<file path="src/rtl/duck_pkg.sv">
// Shared state encoding, default game constants and saturating score helper
// for the duck round sequencer.
package duck_pkg;

    typedef enum logic [2:0] {
        SPAWN,
        ACTIVE,
        FALLING,
        FLEEING,
        TALLY,
        NEXT_ROUND,
        GAME_OVER
    } state_e;

    localparam int DEF_AMMO            = 3;
    localparam int DEF_BIRDS_PER_ROUND = 10;
    localparam int DEF_MIN_HITS        = 6;
    localparam int DEF_ESCAPE_TICKS    = 40;
    localparam int DEF_EXIT_TICKS      = 16;
    localparam int DEF_MAX_ROUND       = 15;

    function automatic logic [15:0] sat_add16(input logic [15:0] a, input logic [3:0] b);
        logic [16:0] sum;
        sum = {1'b0, a} + {13'd0, b};
        return sum[16] ? 16'hFFFF : sum[15:0];
    endfunction

endpackage

</file>
<file path="src/rtl/duck_round_ctrl_if.sv">
// Player/hit-test inputs and movement-FSM status outputs of the round sequencer.
interface duck_round_ctrl_if;

    logic        tick;
    logic        trigger;
    logic        onTarget;
    logic        birdOffscreen;
    logic        isShot;
    logic        escape;
    logic        outOfAmmo;
    logic        leave;
    logic [3:0]  round;
    logic [1:0]  ammo;
    logic [3:0]  hits;
    logic [15:0] score;
    logic        gameOver;

    modport master (
        output tick, trigger, onTarget, birdOffscreen,
        input  isShot, escape, outOfAmmo, leave, round, ammo, hits, score, gameOver
    );

    modport slave (
        input  tick, trigger, onTarget, birdOffscreen,
        output isShot, escape, outOfAmmo, leave, round, ammo, hits, score, gameOver
    );

endinterface

</file>
<file path="src/rtl/tick_timer.sv">
// Rising-edge detector on the slow animation tick plus an 8-bit loadable
// down-counter that only steps on detected edges.
module tick_timer (
    input  logic       clk,
    input  logic       reset_n,
    input  logic       tick,
    input  logic       load,
    input  logic [7:0] load_val,
    input  logic       dec_en,
    output logic       tick_edge,
    output logic       last,
    output logic       zero
);

    logic       tick_q, tick_d;
    logic [7:0] count_q, count_d;

    always_comb begin
        tick_d    = tick;
        tick_edge = tick & ~tick_q;
        count_d   = count_q;
        // A load always wins over a coincident decrement request.
        if (load) begin
            count_d = load_val;
        end else if (dec_en && tick_edge && (count_q != 8'd0)) begin
            count_d = count_q - 8'd1;
        end
    end

    always_ff @(posedge clk or negedge reset_n) begin
        if (!reset_n) begin
            tick_q  <= 1'b0;
            count_q <= 8'd0;
        end else begin
            tick_q  <= tick_d;
            count_q <= count_d;
        end
    end

    assign last = (count_q == 8'd1);
    assign zero = (count_q == 8'd0);

endmodule

</file>
<file path="src/rtl/duck_round_ctrl.sv">
// Game-level sequencer for one duck per bird turn: ammo, escape/exit timing,
// hit accounting, round advance and score driving the movement FSM.
//
// state      | meaning
// SPAWN      | reload ammo, arm escape timer, pulse leave, clear bird flags
// ACTIVE     | bird on screen; shots and escape timer live
// FALLING    | bird hit; wait for offscreen or exit timeout
// FLEEING    | bird escaping; wait for offscreen or exit timeout
// TALLY      | count finished bird; end round after the last one
// NEXT_ROUND | pass/fail decision and round advance
// GAME_OVER  | frozen until a trigger restarts the game
module duck_round_ctrl
    import duck_pkg::*;
#(
    parameter int AMMO            = DEF_AMMO,
    parameter int BIRDS_PER_ROUND = DEF_BIRDS_PER_ROUND,
    parameter int MIN_HITS        = DEF_MIN_HITS,
    parameter int ESCAPE_TICKS    = DEF_ESCAPE_TICKS,
    parameter int EXIT_TICKS      = DEF_EXIT_TICKS,
    parameter int MAX_ROUND       = DEF_MAX_ROUND
) (
    input  logic             clk,
    input  logic             reset_n,
    duck_round_ctrl_if.slave io
);

    localparam logic [1:0] AMMO_L      = 2'(AMMO);
    localparam logic [3:0] LAST_BIRD_L = 4'(BIRDS_PER_ROUND - 1);
    localparam logic [3:0] MIN_HITS_L  = 4'(MIN_HITS);
    localparam logic [3:0] MAX_ROUND_L = 4'(MAX_ROUND);
    localparam logic [7:0] ESCAPE_L    = 8'(ESCAPE_TICKS);
    localparam logic [7:0] EXIT_L      = 8'(EXIT_TICKS);

    state_e      state_q, state_d;
    logic [3:0]  round_q, round_d;
    logic [1:0]  ammo_q, ammo_d;
    logic [3:0]  hits_q, hits_d;
    logic [15:0] score_q, score_d;
    logic [3:0]  bird_cnt_q, bird_cnt_d;
    logic        is_shot_q, is_shot_d;
    logic        escape_q, escape_d;
    logic        out_of_ammo_q, out_of_ammo_d;
    logic        leave_q, leave_d;
    logic        game_over_q, game_over_d;

    logic        tmr_load;
    logic        tmr_dec;
    logic [7:0]  tmr_val;
    logic        tick_edge;
    logic        tmr_last;
    logic        tmr_zero;

    tick_timer u_timer (
        .clk       (clk),
        .reset_n   (reset_n),
        .tick      (io.tick),
        .load      (tmr_load),
        .load_val  (tmr_val),
        .dec_en    (tmr_dec),
        .tick_edge (tick_edge),
        .last      (tmr_last),
        .zero      (tmr_zero)
    );

    always_comb begin
        state_d       = state_q;
        round_d       = round_q;
        ammo_d        = ammo_q;
        hits_d        = hits_q;
        score_d       = score_q;
        bird_cnt_d    = bird_cnt_q;
        is_shot_d     = is_shot_q;
        escape_d      = escape_q;
        out_of_ammo_d = out_of_ammo_q;
        game_over_d   = game_over_q;
        leave_d       = 1'b0;
        tmr_load      = 1'b0;
        tmr_dec       = 1'b0;
        tmr_val       = ESCAPE_L;

        case (state_q)
            SPAWN: begin
                leave_d       = 1'b1;
                is_shot_d     = 1'b0;
                escape_d      = 1'b0;
                out_of_ammo_d = 1'b0;
                ammo_d        = AMMO_L;
                tmr_load      = 1'b1;
                tmr_val       = ESCAPE_L;
                state_d       = ACTIVE;
            end
            ACTIVE: begin
                // A serviced trigger swallows any tick edge in the same cycle.
                if (io.trigger && (ammo_q != 2'd0)) begin
                    ammo_d = ammo_q - 2'd1;
                    if (io.onTarget) begin
                        is_shot_d = 1'b1;
                        hits_d    = hits_q + 4'd1;
                        score_d   = sat_add16(score_q, round_q);
                        tmr_load  = 1'b1;
                        tmr_val   = EXIT_L;
                        state_d   = FALLING;
                    end else if (ammo_q == 2'd1) begin
                        out_of_ammo_d = 1'b1;
                        escape_d      = 1'b1;
                        tmr_load      = 1'b1;
                        tmr_val       = EXIT_L;
                        state_d       = FLEEING;
                    end
                end else if (tick_edge) begin
                    tmr_dec = 1'b1;
                    if (tmr_last) begin
                        escape_d = 1'b1;
                        tmr_load = 1'b1;
                        tmr_val  = EXIT_L;
                        state_d  = FLEEING;
                    end
                end
            end
            FALLING, FLEEING: begin
                if (io.birdOffscreen || tmr_zero) begin
                    state_d = TALLY;
                end else if (tick_edge) begin
                    tmr_dec = 1'b1;
                    if (tmr_last) begin
                        state_d = TALLY;
                    end
                end
            end
            TALLY: begin
                if (bird_cnt_q == LAST_BIRD_L) begin
                    bird_cnt_d = 4'd0;
                    state_d    = NEXT_ROUND;
                end else begin
                    bird_cnt_d = bird_cnt_q + 4'd1;
                    state_d    = SPAWN;
                end
            end
            NEXT_ROUND: begin
                if ((hits_q < MIN_HITS_L) || (round_q == MAX_ROUND_L)) begin
                    game_over_d = 1'b1;
                    state_d     = GAME_OVER;
                end else begin
                    round_d = round_q + 4'd1;
                    hits_d  = 4'd0;
                    state_d = SPAWN;
                end
            end
            GAME_OVER: begin
                if (io.trigger) begin
                    round_d     = 4'd1;
                    score_d     = 16'd0;
                    hits_d      = 4'd0;
                    bird_cnt_d  = 4'd0;
                    game_over_d = 1'b0;
                    state_d     = SPAWN;
                end
            end
            default: state_d = SPAWN;
        endcase
    end

    always_ff @(posedge clk or negedge reset_n) begin
        if (!reset_n) begin
            state_q       <= SPAWN;
            round_q       <= 4'd1;
            ammo_q        <= AMMO_L;
            hits_q        <= 4'd0;
            score_q       <= 16'd0;
            bird_cnt_q    <= 4'd0;
            is_shot_q     <= 1'b0;
            escape_q      <= 1'b0;
            out_of_ammo_q <= 1'b0;
            leave_q       <= 1'b0;
            game_over_q   <= 1'b0;
        end else begin
            state_q       <= state_d;
            round_q       <= round_d;
            ammo_q        <= ammo_d;
            hits_q        <= hits_d;
            score_q       <= score_d;
            bird_cnt_q    <= bird_cnt_d;
            is_shot_q     <= is_shot_d;
            escape_q      <= escape_d;
            out_of_ammo_q <= out_of_ammo_d;
            leave_q       <= leave_d;
            game_over_q   <= game_over_d;
        end
    end

    assign io.isShot    = is_shot_q;
    assign io.escape    = escape_q;
    assign io.outOfAmmo = out_of_ammo_q;
    assign io.leave     = leave_q;
    assign io.round     = round_q;
    assign io.ammo      = ammo_q;
    assign io.hits      = hits_q;
    assign io.score     = score_q;
    assign io.gameOver  = game_over_q;

endmodule

</file>
<file path="src/flat_wrapper.sv">
// flat-port wrapper written by rule: the top's interface ports become plain ports
module duck_round_ctrl_flat import duck_pkg::*;
#(
    parameter int AMMO            = DEF_AMMO,
    parameter int BIRDS_PER_ROUND = DEF_BIRDS_PER_ROUND,
    parameter int MIN_HITS        = DEF_MIN_HITS,
    parameter int ESCAPE_TICKS    = DEF_ESCAPE_TICKS,
    parameter int EXIT_TICKS      = DEF_EXIT_TICKS,
    parameter int MAX_ROUND       = DEF_MAX_ROUND
)
  (clk, reset_n, io_tick, io_trigger, io_onTarget, io_birdOffscreen, io_isShot, io_escape, io_outOfAmmo, io_leave, io_round, io_ammo, io_hits, io_score, io_gameOver);
  duck_round_ctrl_if io_i ();
  input  logic clk;
  input  logic reset_n;
  input wire logic [$bits(io_i.tick)-1:0] io_tick;
  input wire logic [$bits(io_i.trigger)-1:0] io_trigger;
  input wire logic [$bits(io_i.onTarget)-1:0] io_onTarget;
  input wire logic [$bits(io_i.birdOffscreen)-1:0] io_birdOffscreen;
  output wire logic [$bits(io_i.isShot)-1:0] io_isShot;
  output wire logic [$bits(io_i.escape)-1:0] io_escape;
  output wire logic [$bits(io_i.outOfAmmo)-1:0] io_outOfAmmo;
  output wire logic [$bits(io_i.leave)-1:0] io_leave;
  output wire logic [$bits(io_i.round)-1:0] io_round;
  output wire logic [$bits(io_i.ammo)-1:0] io_ammo;
  output wire logic [$bits(io_i.hits)-1:0] io_hits;
  output wire logic [$bits(io_i.score)-1:0] io_score;
  output wire logic [$bits(io_i.gameOver)-1:0] io_gameOver;
  assign io_i.tick = io_tick;
  assign io_i.trigger = io_trigger;
  assign io_i.onTarget = io_onTarget;
  assign io_i.birdOffscreen = io_birdOffscreen;
  assign io_isShot = io_i.isShot;
  assign io_escape = io_i.escape;
  assign io_outOfAmmo = io_i.outOfAmmo;
  assign io_leave = io_i.leave;
  assign io_round = io_i.round;
  assign io_ammo = io_i.ammo;
  assign io_hits = io_i.hits;
  assign io_score = io_i.score;
  assign io_gameOver = io_i.gameOver;
  duck_round_ctrl #(.AMMO(AMMO), .BIRDS_PER_ROUND(BIRDS_PER_ROUND), .MIN_HITS(MIN_HITS), .ESCAPE_TICKS(ESCAPE_TICKS), .EXIT_TICKS(EXIT_TICKS), .MAX_ROUND(MAX_ROUND)) u_core (.clk(clk), .reset_n(reset_n), .io(io_i));
endmodule
</file>
<file path="config.mk">
export PLATFORM = sky130hd
export DESIGN_NAME = duck_round_ctrl_flat
export DESIGN_NICKNAME = d
export VERILOG_FILES = /design/src/rtl/duck_pkg.sv /design/src/rtl/duck_round_ctrl_if.sv /design/src/rtl/tick_timer.sv /design/src/rtl/duck_round_ctrl.sv /design/src/flat_wrapper.sv
export SDC_FILE = /design/constraint.sdc
export NUM_CORES = 1
export LEC_CHECK = 0
export ABC_AREA = 0
export ABC_CLOCK_PERIOD_IN_PS = 4500
export CORE_UTILIZATION = 59
export DETAILED_ROUTE_END_ITERATION = 6
export PLACE_DENSITY = 0.85
export SYNTH_ARGS = -nofsm -noshare
export SYNTH_HDL_FRONTEND = slang
export SYNTH_SLANG_ARGS = --single-unit
</file>
<file path="constraint.sdc">
create_clock -name clk -period 4.5 [get_ports clk]
set_input_delay 1.125 -clock clk [delete_from_list [all_inputs] [get_ports clk]]
set_output_delay 1.125 -clock clk [all_outputs]
set_load 0.01 [all_outputs]
</file>
==> results.json, run 1 <==
{
  "status": "finished with violations",
  "violations": "DRC",
  "yosys_most_used_dff": "dfrtp_1",
  "swShare": 0.401,
  "worst_setup_path_end_kind": "flip-flop",
  "rows": 24,
  "startpoint_type": "input port",
  "cts.path.max_buffers": 2,
  "yosysWarningCount": 0,
  "drt-pass1-iter-count": 7,
  "ant_nets": 0,
  "port-buffer-count": 36,
  "pre_cts_ws_ns": 0.969,
  "fin_setup_tns_ns": 0,
  "post-dp-hpwl_um": 4410,
  "max_stage_delay_ns": 0.59,
  "drive_gt1_frac": 0.0587,
  "synth_seq_area_share": 0.420,
  "finalWorstSetupSlack_ns": 1.24,
  "netSwitchingPower_uw": 707,
  "ys_types": 53,
  "post_cts_resized": 0,
  "reg2regPathDepth": 7,
  "cp.arrival_ns": 3.45,
  "hold_viol": 0,
  "max_slew_margin": 0.300,
  "num_vias": 2444,
  "grt_max_degree": 48,
  "path_depth": 6,
  "cts_tree": "built",
  "clkLatencyLatePin_ns": 0.30,
  "powerDensity_mw_per_mm2": 537,
  "ir_drop_uv": 334,
  "syn_inst": 308,
  "critPathRequiredTime_ns": 4.69,
  "fillCellCount": 329,
  "crit_family": "compound AO/OA/AOI/OAI gates",
  "synth_area_per_cell_sq_um": 9.12,
  "finalSetupViolCount": 0,
  "fp.dieW_um": 71.0,
  "hold_buffers": 0,
  "worstMarginPinSlew_ns": 1.05,
  "worstPathMaxFanout": 8,
  "post-route-util": 0.734,
  "cts.sinks": 47,
  "rsz0062_at_grt": "no",
  "drc_errors": 3,
  "design_area_sq_mm": 0.00328,
  "period_needed_ns": 3.26,
  "fmax_mhz": 306,
  "crit_path_cell_trace": "clkdlybuf4s50_1 > nor2b_1 > o31ai_1 > a2111oi_0 > o22a_1 > mux2_1",
  "hold_start": "u_core.io.isShot",
  "wl_per_cell_um": 15.9,
  "antenna_cells": 0,
  "first_global_vias": 2288,
  "post-cts-setup-buffers": 0,
  "dpl_cell_area_sq_mm": 0.00318,
  "yosysTopAreaCell": "dfrtp_1",
  "synth_edf_count": 0,
  "fp.dieArea_sq_mm": 0.00504,
  "multi_input_area_sq_mm": 0.00154,
  "track_usage": 0.266,
  "cts_inserted_buffers": 5,
  "r2r_end": "u_core.state_q[1]",
  "cp_slowest_cell": "clkdlybuf4s50_1",
  "p_leak_nw": 1.41,
  "drv_slew": 0,
  "p_clk_frac": 0.155,
  "r2r_start": "u_core.io.ammo[0]",
  "drv_cap": 0,
  "pwr-share-comb": 0.434,
  "start_util": 0.628,
  "fin_crit_sh": 0.725,
  "wirelength_um": 6250,
  "ys_top_cells_by_area": "dfrtp_1 39%, ha_1 5.8%, o21ai_0 4.3%",
  "grt_pass1_wl_um": 10500,
  "via_per_inst": 6.22,
  "path_buf_inv": 1,
  "clockRootBuffer": "clkbuf_8",
  "syn_nets": 328,
  "core_region_area_sq_mm": 0.00447,
  "htreeDepth": 2,
  "worstHoldEndpoint": "u_core.io.isShot",
  "nNetsFinal": 360,
  "drt_iter0_markers": 157,
  "grt_overflow": 0,
  "p_int_mw": 1.06,
  "syn_to_final_growth_pct": 17.0,
  "routabilityCongestion": 0.853,
  "path_class": "input port to flip-flop",
  "holdCritPathClass": "flip-flop to flip-flop",
  "min_path_cells": 2,
  "power_frac_seq": 0.411,
  "die_h_um": 71.0,
  "rrSetupSlack_ns": 1.81,
  "synthArstFlopShare": 1.00,
  "ios": 37,
  "synth_area_sq_mm": 0.00281,
  "register_area_sq_mm": 0.00118,
  "synth_top_area_share": 0.392,
  "synth-seq-cells": 47,
  "antenna_found_initial": 0,
  "fin_skew_ns": 0.00746,
  "clkSlewWorstSetupHoldPaths_ns": 0.08
}
==> worst max path at each step <==
| stage | from | endpoint | slack [ns] |
|---|---|---|---|
| finish | io_trigger | u_core.state_q[1] | 1.24 |
| global route | io_trigger | u_core.state_q[1] | 1.06 |
| CTS | io_trigger | u_core.state_q[1] | 1.28 |
| detailed placement | io_trigger | u_core.state_q[1] | 0.97 |
| global placement | io_trigger | u_core.state_q[1] | 1.02 |
| floorplan | io_trigger | u_core.state_q[1] | 1.94 |
==> state kept, by name (all words and copies together) (netlist names) <==
register,count
u_core.bird_cnt_q,4
u_core.io.ammo,2
u_core.io.escape,1
u_core.io.gameOver,1
u_core.io.hits,4
u_core.io.isShot,1
u_core.io.leave,1
u_core.io.outOfAmmo,1
u_core.io.round,4
u_core.io.score,16
u_core.state_q,3
u_core.u_timer.count_q,8
u_core.u_timer.tick_q,1
==> tightest hold or removal path: cells and delay by family, from the launching register on <==
family           cells  cell delay [ns]
flip-flops           1             0.35
AND/OR/NAND/NOR      2             0.11
==> layout by cell type (no fill, tap or decap), types with 5 or more instances in the layout <==
cell and n:
nor4_1 5, nor2_1 29, o21ai_1 5, a31oi_1 8
dfrtp_1 44, o21ai_0 24, clkdlybuf4s50_1 35, a21o_1 11
clkbuf_8 7, ha_1 13, inv_1 10, and3_1 8
a22o_1 11, a21oi_1 11, xnor2_1 5, xor2_1 6
nand2_1 27, nand3_1 17, nor2b_1 8
==> cells by family (layout without fill, tap and decap cells) <==
group / after synthesis / in the layout / synth area share
buffers and inverters: 22 / 55 / 0.0316
AO/OA/AOI/OAI: 90 / 90 / 0.211
AND/OR/NAND/NOR: 122 / 122 / 0.230
adder cells (fa/ha/maj): 14 / 14 / 0.0651
XOR/XNOR: 11 / 11 / 0.0343
multiplexers: 2 / 2 / 0.00758
flip-flops: 47 / 47 / 0.420
==> power by group through the flow <==
stage                     clock, mW  combinational, mW  sequential, mW
after floorplan                   0              0.535           0.683
after global placement            0              0.734           0.725
after detailed placement          0              0.759           0.729
after CTS                     0.282              0.767           0.723
after global routing          0.294              0.851           0.752
final                         0.273              0.766           0.725
==> cell type report <==
class,instances,share of cell area
inverters,10,0.0114
flip-flops and latches,47,0.359
well taps,52,0.0198
multi-input cells,239,0.469
clock buffers,8,0.0305
repair buffers,37,0.110
==> per-layer routing <==
metal  global-route usage  vias up  wire length [um]
met3               0.0541        7               303
li1                     -     1180                 -
met5                    0        -                 0
met4               0.0756        0                71
met1                0.350     1184              2930
met2                0.449       73              2940
==> through the flow <==
stage	total power [mW]	cells	hold slack, ns
finish	1.76	393	0.498
global route	1.90	393	0.546
CTS	1.77	393	0.507
detailed placement	1.49	385	0.479
global placement	1.46	385	0.478
floorplan	1.22	308	0.487
==> synthesized netlist by cell type (all sizes together) (2+ instances only) <==
library cell / n
dfrtp: 44
nor2: 30
o21ai: 29
nand2: 27
nand3: 17
ha: 13
a21o: 11
a21oi: 11
a22o: 11
inv: 10
a31oi: 8
and3: 8
nor2b: 8
clkbuf: 7
xor2: 6
buf: 5
nor4: 5
xnor2: 5
nand2b: 4
nand3b: 4
nor3: 4
a211oi: 3
dfstp: 3
nand4: 3
nor4b: 3
o21a: 3
a2111oi: 2
and2: 2
o22a: 2
or3: 2
or4: 2
(Power assumes the default switching activity.)
==> inputs of run 2 (changes only) <==
--- a/config.mk
+++ b/config.mk
@@ -6,10 +6,10 @@
 export NUM_CORES = 1
 export LEC_CHECK = 0
 export ABC_AREA = 0
-export ABC_CLOCK_PERIOD_IN_PS = 4500
-export CORE_UTILIZATION = 59
+export ABC_CLOCK_PERIOD_IN_PS = 2700
+export CORE_UTILIZATION = 50
 export DETAILED_ROUTE_END_ITERATION = 6
-export PLACE_DENSITY = 0.85
+export PLACE_DENSITY = 0.76
 export SYNTH_ARGS = -nofsm -noshare
 export SYNTH_HDL_FRONTEND = slang
 export SYNTH_SLANG_ARGS = --single-unit
==> constraint.sdc (replaced) <==
create_clock -name clk -period 2.7 [get_ports clk]
set_input_delay 0.675 -clock clk [delete_from_list [all_inputs] [get_ports clk]]
set_output_delay 0.675 -clock clk [all_outputs]
set_load 0.01 [all_outputs]
==> results.json, run 2 (synthesis gave the netlist of run 1 again) <==
{
  "drv_slew": 0,
  "fin_crit_sh": 0.938,
  "swShare": 0.391,
  "ios": 37,
  "drt-pass1-iter-count": 4,
  "fp.dieArea_sq_mm": 0.00592,
  "drc_errors": 0,
  "r2r_end": "u_core.io.score[4]",
  "post_cts_resized": 0,
  "first_global_vias": 2344,
  "p_int_mw": 1.87,
  "ant_nets": 0,
  "most-common-layout-cells": "44 x dfrtp_1, 35 x clkdlybuf4s50_1, 29 x nor2_1",
  "via_per_inst": 5.77,
  "status": "complete, no violations",
  "worstPathMaxFanout": 15,
  "max_slew_margin": 0.604,
  "fillCellCount": 459,
  "power_frac_seq": 0.376,
  "fin_setup_tns_ns": 0,
  "finalSetupViolCount": 0,
  "p_leak_nw": 1.49,
  "rsz0062_at_grt": "no",
  "crit_path_cell_trace": "ha_1 > fa_1 > nand3_1 > a211o_1 > or3_1 > a21boi_0 > o21ai_1",
  "cts.sinks": 47,
  "hold_viol": 0,
  "cts.path.max_buffers": 2,
  "port-buffer-count": 36,
  "post-dp-hpwl_um": 4490,
  "pwr-share-comb": 0.455,
  "period_needed_ns": 2.53,
  "max_stage_delay_ns": 0.61,
  "cts_inserted_buffers": 5,
  "worstMarginPinSlew_ns": 0.593,
  "wl_per_cell_um": 14.9,
  "path_buf_inv": 0,
  "largest_register_ff_count": 16,
  "clkSlewWorstSetupHoldPaths_ns": 0.09,
  "wirelength_um": 6360,
  "core_region_area_sq_mm": 0.00527,
  "die_h_um": 76.9,
  "r2r_start": "u_core.io.round[0]",
  "crit_family": "simple AND/OR/NAND/NOR gates",
  "routabilityCongestion": 0.836,
  "worst_setup_path_end_kind": "flip-flop",
  "powerDensity_mw_per_mm2": 895,
  "clockRootBuffer": "clkbuf_8",
  "critPathRequiredTime_ns": 2.93,
  "ir_drop_uv": 538,
  "startpoint_type": "flip-flop",
  "syn_to_final_growth_pct": 22.0,
  "nNetsFinal": 375,
  "numPlacedInstances": 418,
  "fin_skew_ns": 0.0106,
  "grt_pass1_wl_um": 11000,
  "path_class": "flip-flop to flip-flop",
  "netSwitchingPower_mw": 1.20,
  "whs_ns": 0.437,
  "final_common_cell": "dfrtp_1",
  "hold_buffers": 0,
  "finalNonFillerCells": 426,
  "fp.dieW_um": 76.9,
  "rows": 26,
  "track_usage": 0.234,
  "grt_max_degree": 48,
  "cp_slowest_cell": "or3_1",
  "drt_iter0_markers": 107,
  "rrSetupSlack_ns": 0.17,
  "p_clk_frac": 0.168,
  "start_util": 0.533,
  "antenna_found_initial": 0,
  "post-cts-setup-buffers": 0,
  "fmax_mhz": 395,
  "drive_gt1_frac": 0.0955,
  "cp.arrival_ns": 2.77,
  "reg2regPathDepth": 7,
  "antenna_cells": 0,
  "num_vias": 2458,
  "drv_cap": 0,
  "cts_tree": "built",
  "grt_overflow": 0,
  "holdCritPathClass": "input port to async pin",
  "clkLatencyLatePin_ns": 0.31,
  "htreeDepth": 2
}
[run 2: cell count changes in the layout (fill, tap and decap cells not counted)]
cell       previous run  this run
buf_4                 1        16
clkbuf_8              7         5
bufinv_16             0         1
clkbuf_1              1         2
[run 2: layout make-up]
cell class              instances  area (sq um)  share of cell area
well taps                      70          87.6              0.0256
multi-input cells             239          1540               0.449
repair buffers                 52           475               0.139
clock buffers                   7          76.3              0.0223
clock inverters                 1          30.0             0.00877
inverters                      10          37.5              0.0110
flip-flops and latches         47          1180               0.344
[run 2: metrics by stage]
step	util	area (sq um)	total power [mW]	setup WS, ns
after floorplan	-	2810	2.03	0.422
after global placement	0.630	3320	2.51	0.137
after detailed placement	0.630	3320	2.55	0.0319
after CTS	0.650	3430	3.09	0.175
after global routing	0.650	3430	3.31	0.0417
final	0.650	3430	3.07	0.167
[run 2: per-layer routing]
layer	up-vias	wire [um]	GRT usage
met5	-	0	0
met1	1178	3110	0.317
met2	60	2940	0.378
li1	1212	-	-
met4	0	65	0.0692
met3	8	250	0.0452
[run 2: worst max path at each step]
| stage | start | endpoint | depth (start not counted) |
|---|---|---|---|
| after floorplan | u_core.io.round[0] | u_core.io.score[15] | 8 |
| after global placement | io_trigger | u_core.state_q[1] | 7 |
| after detailed placement | io_trigger | u_core.state_q[1] | 7 |
| after CTS | u_core.io.round[0] | u_core.io.score[4] | 7 |
| after global routing | u_core.io.round[0] | u_core.io.score[15] | 7 |
| final | u_core.io.round[0] | u_core.io.score[4] | 7 |
[run 2: worst register-to-register path, cell delays in order (launching register included)]
cell and delay, ns:
dfstp_2 0.60, ha_1 0.23, fa_1 0.22, nand3_1 0.10
a211o_1 0.34, or3_1 0.61, a21boi_0 0.22, o21ai_1 0.12
[run 2: power groups by stage]
| stage | sequential (mW) | clock, mW | combinational, mW |
|---|---|---|---|
| floorplan | 1.14 | 0 | 0.892 |
| global placement | 1.16 | 0 | 1.35 |
| detailed placement | 1.17 | 0 | 1.39 |
| CTS | 1.15 | 0.531 | 1.40 |
| global route | 1.20 | 0.553 | 1.56 |
| finish | 1.15 | 0.517 | 1.40 |
